## config.mk

```make
export PLATFORM = sky130hd
export DESIGN_NAME = wbr_shift_master
export DESIGN_NICKNAME = d
export VERILOG_FILES = /design/src/rtl/wbr_shift_master.sv
export SDC_FILE = /design/constraint.sdc
export NUM_CORES = 1
export LEC_CHECK = 0
export CAP_MARGIN = 15
export CORE_MARGIN = 2
export CORE_UTILIZATION = 30
export CTS_CLUSTER_SIZE = 12
export DETAILED_ROUTE_END_ITERATION = 6
export MAX_ROUTING_LAYER = met4
export PLACE_DENSITY_LB_ADDON = 0.1
export SETUP_SLACK_MARGIN = 0.1
export SLEW_MARGIN = 25
export SYNTH_ARGS = -nofsm -noshare
export SYNTH_HDL_FRONTEND = slang
export SYNTH_SLANG_ARGS = --single-unit
export TNS_END_PERCENT = 100
```

## constraint.sdc

```tcl
create_clock -name CLK -period 1.6 [get_ports CLK]
set_clock_uncertainty 0.1 [all_clocks]
set_input_delay 0.16 -clock CLK [delete_from_list [all_inputs] [get_ports CLK]]
set_output_delay 0.16 -clock CLK [all_outputs]
set_load 0.01 [all_outputs]
```

## src/rtl/wbr_shift_master.sv

```systemverilog
// rtl/wbr_shift_master.sv - IEEE 1500 WBR capture/shift/update serial master.
// Optional compare logic (expected_in, mask_in, mismatch) is enabled by WBR_COMPARE_EN.
module wbr_shift_master #(
  parameter int WBR_LEN = 8,
  parameter int CNT_W   = $clog2(WBR_LEN + 1)
) (
  input  logic               CLK,
  input  logic               reset,
  input  logic               start,
  input  logic               capture_en,
  input  logic [WBR_LEN-1:0] pattern_in,
`ifdef WBR_COMPARE_EN
  input  logic [WBR_LEN-1:0] expected_in,
  input  logic [WBR_LEN-1:0] mask_in,
  output logic               mismatch,
`endif
  input  logic               WPSO0,
  output logic               WPSI0,
  output logic               wse_outputs,
  output logic               hold_outputs,
  output logic               capture_wr,
  output logic               update_wr,
  output logic               busy,
  output logic               done,
  output logic [WBR_LEN-1:0] result_out
);

  typedef enum logic [2:0] {
    IDLE    = 3'd0,
    CAPTURE = 3'd1,
    SHIFT   = 3'd2,
    UPDATE  = 3'd3,
    DONE    = 3'd4
  } state_t;

  state_t             state;
  state_t             state_next;
  logic [CNT_W-1:0]   cnt;
  logic [WBR_LEN-1:0] pat_q;
  logic [WBR_LEN-1:0] res_q;

`ifdef WBR_COMPARE_EN
  logic [WBR_LEN-1:0] exp_q;
  logic [WBR_LEN-1:0] mask_q;
`endif

  always_ff @(posedge CLK) begin
    if (reset) begin
      state <= IDLE;
      cnt   <= '0;
      pat_q <= '0;
      res_q <= '0;
`ifdef WBR_COMPARE_EN
      exp_q    <= '0;
      mask_q   <= '0;
      mismatch <= 1'b0;
`endif
    end else begin
      state <= state_next;
      case (state)
        IDLE: begin
          if (start) begin
            pat_q <= pattern_in;
            cnt   <= CNT_W'(WBR_LEN - 1);
`ifdef WBR_COMPARE_EN
            exp_q    <= expected_in;
            mask_q   <= mask_in;
            mismatch <= 1'b0;
`endif
          end
        end
        SHIFT: begin
          // Response enters at the MSB so the first bit received ends in bit 0.
          pat_q <= pat_q >> 1;
          res_q <= {WPSO0, res_q[WBR_LEN-1:1]};
          if (cnt != '0) begin
            cnt <= cnt - CNT_W'(1);
          end
        end
        UPDATE: begin
`ifdef WBR_COMPARE_EN
          mismatch <= |((res_q ^ exp_q) & mask_q);
`endif
        end
        default: begin
        end
      endcase
    end
  end

  always_comb begin
    state_next   = state;
    WPSI0        = 1'b0;
    wse_outputs  = 1'b0;
    hold_outputs = 1'b0;
    capture_wr   = 1'b0;
    update_wr    = 1'b0;
    busy         = 1'b0;
    done         = 1'b0;
    case (state)
      IDLE: begin
        if (start) begin
          state_next = capture_en ? CAPTURE : SHIFT;
        end
      end
      CAPTURE: begin
        capture_wr   = 1'b1;
        hold_outputs = 1'b1;
        busy         = 1'b1;
        state_next   = SHIFT;
      end
      SHIFT: begin
        WPSI0        = pat_q[0];
        wse_outputs  = 1'b1;
        hold_outputs = 1'b1;
        busy         = 1'b1;
        if (cnt == '0) begin
          state_next = UPDATE;
        end
      end
      UPDATE: begin
        update_wr    = 1'b1;
        hold_outputs = 1'b1;
        busy         = 1'b1;
        state_next   = DONE;
      end
      DONE: begin
        done       = 1'b1;
        state_next = IDLE;
      end
      default: begin
        state_next = IDLE;
      end
    endcase
  end

  assign result_out = res_q;

endmodule

```

### After elaboration in Yosys (flattened, before gate mapping)

Index checks and enable logic that the tools add are counted.
Widths: inputs -> output; s select.

| cells by class | value |
|---|---|
| $add $sub $neg | 1 |
| mux-type cells | 15 |
| reduce and logical (&&, ||, !) cells | 8 |
| equal/unequal tests | 7 |

Operator list:

| kind | count |
|---|---|
| $pmux 8 s2 | 1 |
| $pmux 3 s4 | 1 |
| $mux 4 | 2 |
| $mux 8 | 1 |
| $pmux 4 s2 | 1 |
| $eq 3x2->1 const B | 2 |
| $mux 1 | 6 |
| $mux 3 | 2 |
| $ne 2x2->1 const B | 3 |
| $logic_not 4->1 | 1 |
| $reduce_and 2->1 | 2 |
| $reduce_bool 4->1 | 1 |
| $sub 4x1->4 const B | 1 |
| $eq 3x1->1 const B | 1 |
| $eq 3x3->1 const B | 1 |
| $logic_not 3->1 | 1 |
| $reduce_and 3->1 | 1 |
| $reduce_or 3->1 | 1 |
| $mux 2 | 1 |
| $reduce_bool 2->1 | 1 |

| storage, ports and cells | value |
|---|---|
| input bits | 13 |
| register bits | 23 |
| output and inout port bits | 15 |
| logic and storage cells | 35 |

### Logic depth before layout (Yosys ltp)

| depth | value |
|---|---|
| depth after elaboration | 3 |
| depth in mapped cells | 7 |
| mapped depth without buffers | 5 |

### Least setup slack after synthesis

No wires, ideal clock.

| timing | value |
|---|---|
| path kind | register to register |
| from | register cnt[0] |
| to | register cnt[0] |
| stages on the path, launching flop included | 6 |
| setup time | 134 ps |
| path buffers | 0 |
| data arrival time | 1363 ps |
| required time | 1366 ps |
| setup slack | 3 ps |
| period minus slack after synthesis | 1597 ps |
| path through | dfxtp_1 -> inv_1 -> ha_1 -> or3b_2 -> a211oi_2 -> a211oi_2 |

| between the ends | value |
|---|---|
| longest elaborated chain between the ends | 3 |
| elaborated cells on any way between the ends | 6 |
| those cells by class | add/sub: 1; eq/ne: 1; mux: 2; reduce/logical: 2 |

Ends and longest elaborated chain:

| item | RTL line | source |
|---|---|---|
| start: declaration | 38 | `logic [CNT_W-1:0] cnt;` |
| start signal: assignment | 64 | `cnt <= CNT_W'(WBR_LEN - 1);` |
| start signal: assignment | 77 | `cnt <= cnt - CNT_W'(1);` |
| $sub 4x1->4 or $reduce_bool 4->1 (tied branches) | 77, 76 |  |
| $mux 4 or $ne 2x2->1 (tied branches) | n/a |  |
| $pmux 4 s2 or $reduce_and 3->1 (tied branches) | n/a |  |

Several ways; a longest one is shown, not always the timed one. The select of a mux whose other input is x is not followed.
A chain may end at the register's enable or synchronous reset.

### Worst setup path after layout

| timing | value |
|---|---|
| from | register state[0] |
| to | output port WPSI0 |

| between the ends | value |
|---|---|
| longest elaborated chain between the ends | 2 |

Ends and longest elaborated chain:

| item | RTL line | source |
|---|---|---|
| start: declaration | 36 | `state_t state;` |
| start signal: assignment | 59 | `state <= state_next;` |
| $eq 3x2->1 | 100 | `case (state)` |
| $mux 1 | 100 |  |
| end: declaration | 18 | `output logic WPSI0,` |

No other way between the ends.

==> flow_metrics.tcl <==
set metrics [dict create \
    hold_start "WPSO0" \
    rows 21 \
    layout.nets 174 \
    cts_root_buffer "clkbuf_4" \
    vias 995 \
    power_leakage_nw 0.723 \
    synth_flop_cell "dfxtp_1" \
    dr.pass1.iters 4 \
    syn_inst 120 \
    pwr-share-seq_pct 45.5 \
    place_congestion 0.820 \
    ctsHoldBuffers 0 \
    max_slew_margin_pct 76.9 \
    core_area_um2 3340 \
    grt_util_all_layers_pct 12.9 \
    synthArstFlopShare_pct 0 \
    cts_made_buffers 3 \
    critPathLaunchType "flip-flop" \
    rsz0062_at_grt "true" \
    p_switching_w 0.000456 \
    timing.rr.start "state[0]" \
    ys_types 33 \
    ys_seq_area_share_pct 44.1 \
    worst_ep_required_time_ns 1.34 \
    pre_cts_ws_ns -0.193 \
    status "complete, but fails checks" \
    grt_pass1_wl_um 4010 \
    synth-simple-area-share_pct 25.5 \
    grt_overflow 0 \
    first_global_vias 902 \
    drt-wirelength-per-cell_um 12.2 \
    final_max_slew_viol_count 0 \
    p_comb_share_pct 36.0 \
    initial_utilization_pct 31.3 \
    p_int_w 0.000994 \
    synth_top_area_share_pct 44.1 \
    min_period_ns 1.60 \
    regArea_um2 469 \
    grt_max_degree 14 \
    synth_compound_area_share_pct 20.4 \
    multi_input_area_um2 607 \
    utilization_pct 48.7 \
    clkPwrFrac_pct 18.5 \
    cts.path.max_buffers 2 \
    critical_path_class "flip-flop to primary output" \
    ys_seq_elements 23 \
    antenna_cells 0 \
    synth_nets 134 \
    dp.final_hpwl_um 1630 \
    clock_sinks 23 \
    worstPathMaxFanout 4 \
    yosys.area.top_type "dfxtp_1" \
    cts.clk_slew.worst_paths_ns 0.14 \
    muxShareOfSynthArea_pct 0 \
    p_sw_share_pct 31.5 \
    final_layout_size_suffix_gt1_share_pct 38.4 \
    worstSetupStartpoint "state[0]" \
    setup_slack_ns -0.00188 \
    antenna_found_initial 0 \
    io_pins 28 \
    syn2layout_area_growth_pct 55.6 \
    holdWs_ns 0.282 \
    vias_per_cell 4.85 \
    violations "negative setup slack" \
    die_w_um 63.0 \
    min_path_type "input port to flip-flop" \
    drt_iter0_drc 30 \
    post_synth.cell_area_avg_um2 8.70 \
    report.final.hold_viol_count 0 \
    cap_violations 0 \
    synth_xor_xnor_area_share_pct 0 \
    yosysWarnings 0 \
    cts_tree "yes" \
    setup-violations-final 1 \
    die_y_um 63.0 \
    numPortBuffers 27 \
    synth_area_um2 1040 \
    cts.htree.levels 1 \
    synth_edf_count 0 \
    peakVddDrop_uv 460 \
    drcViolationCount 0 \
    end_kind "primary output" \
    clock.fmax_mhz 624 \
    powerDensity_nw_per_um2 893 \
    cp_data_arrival_time_ns 1.34 \
    routed_wirelength_um 2490 \
    drtAntennaViolNets 0 \
    nFillCells 346 \
    synth_top_cells_by_area "dfxtp_1, a21oi_1, nand2_1" \
    die_area_um2 3970 \
    clock_latency_ns 0.31 \
    min_period_over_period_pct 100 \
    synthAdderAreaFrac_pct 1.20 \
    tightest_slew_ns 0.344 \
    synth_top_family_by_area "simple AND/OR/NAND/NOR gates" \
]
[what timing repair did]
item | CTS | global route
pin swaps | 6 | 12
buffers inserted | 5 | 2
resized for setup | 47 | 20
setup endpoints to repair | 21 | 31
hold endpoints to repair | 0 | 0
gates cloned | 0 | 1
[synth_stat cells (2+ instances only)]
master	n
dfxtp_1	23
nand2_1	18
a21oi_1	14
nor3_1	8
nand3_1	6
nor2_1	5
a211oi_2	4
a22oi_1	4
nor4b_1	4
buf_4	3
clkbuf_1	3
inv_1	3
o22ai_1	3
and2_1	2
buf_2	2
[cells by family (layout without fill, tap and decap cells)]
logic type               count (synthesis)  count (layout)
AND/OR/NAND/NOR                         50              50
adder cells (fa/ha/maj)                  1               1
AO/OA/AOI/OAI                           31              31
buffers and inverters                   15              54
flip-flops                              23              23
[worst max-delay path: stages, from the launching register on]
cell and delay, ns:
dfxtp_2 0.34, or3b_4 0.41, inv_4 0.07, and2_4 0.13, buf_6 0.09
[power groups by stage]
stage / registers [W] / logic, W / clock network, W
global placement: 0.000665 / 0.000403 / 0
detailed placement: 0.000666 / 0.000409 / 0
global route: 0.000667 / 0.000567 / 0.000310
floorplan: 0.000668 / 0.000274 / 0
finish: 0.000660 / 0.000521 / 0.000268
CTS: 0.000657 / 0.000488 / 0.000290
[registers in the layout (all words and copies together) (netlist names)]
name and flops:
cnt 4, pat_q 8, result_out 8, state 3
[placed cells by master, fill, tap and decap left out, types with 2 or more instances in the layout]
cell	n
buf_4	15
nor4b_1	2
nor4b_4	2
a22oi_1	4
clkdlybuf4s50_1	12
nand3_2	5
or3b_4	2
dlymetal6s2s_1	6
buf_2	2
o22ai_2	3
dfxtp_2	7
a211oi_2	4
dfxtp_1	16
clkdlybuf4s15_2	3
nor2_1	3
inv_1	3
nand2_1	18
dlygate4sd2_1	2
a21oi_1	14
buf_6	5
nor3_1	8
clkbuf_4	3
[final timing paths]
check | endpoint | cells after the start | slack, ns
setup / recovery | WPSI0 | 4 | -0.002
hold / removal | result_out[7] | 3 | 0.28
setup reg to reg | cnt[3] | 5 | 0.05
hold reg to reg | result_out[3] | 2 | 0.37
[final cells by class]
cell class                      count  share of cell area [%]
Inverter                            4                    1.08
Clock buffer                        3                    1.39
Sequential cell                    23                    28.9
Clock inverter                      1                   0.308
Multi-Input combinational cell     82                    37.4
Timing Repair Buffer               46                    27.4
Tap cell                           46                    3.54
[stage by stage]
step                      setup TNS (ns)  total power, W  cell area (um^2)  cells
after global placement             -1.47         0.00107              1400    194
final                           -0.00188         0.00145              1620    205
after detailed placement           -1.61         0.00108              1400    194
after floorplan                        0        0.000942              1070    120
after CTS                        -0.0257         0.00143              1540    202
after global routing             -0.0914         0.00154              1620    205
[metal layers]
metal / vias to the layer above / global-route usage, % / share of wire (%)
met5: - / - / 0
met4: 0 / 5.00 / 1.6
met3: 4 / 2.70 / 3.3
met2: 20 / 20.6 / 50
met1: 464 / 15.9 / 45
li1: 507 / - / -
(Power assumes the default switching activity.)
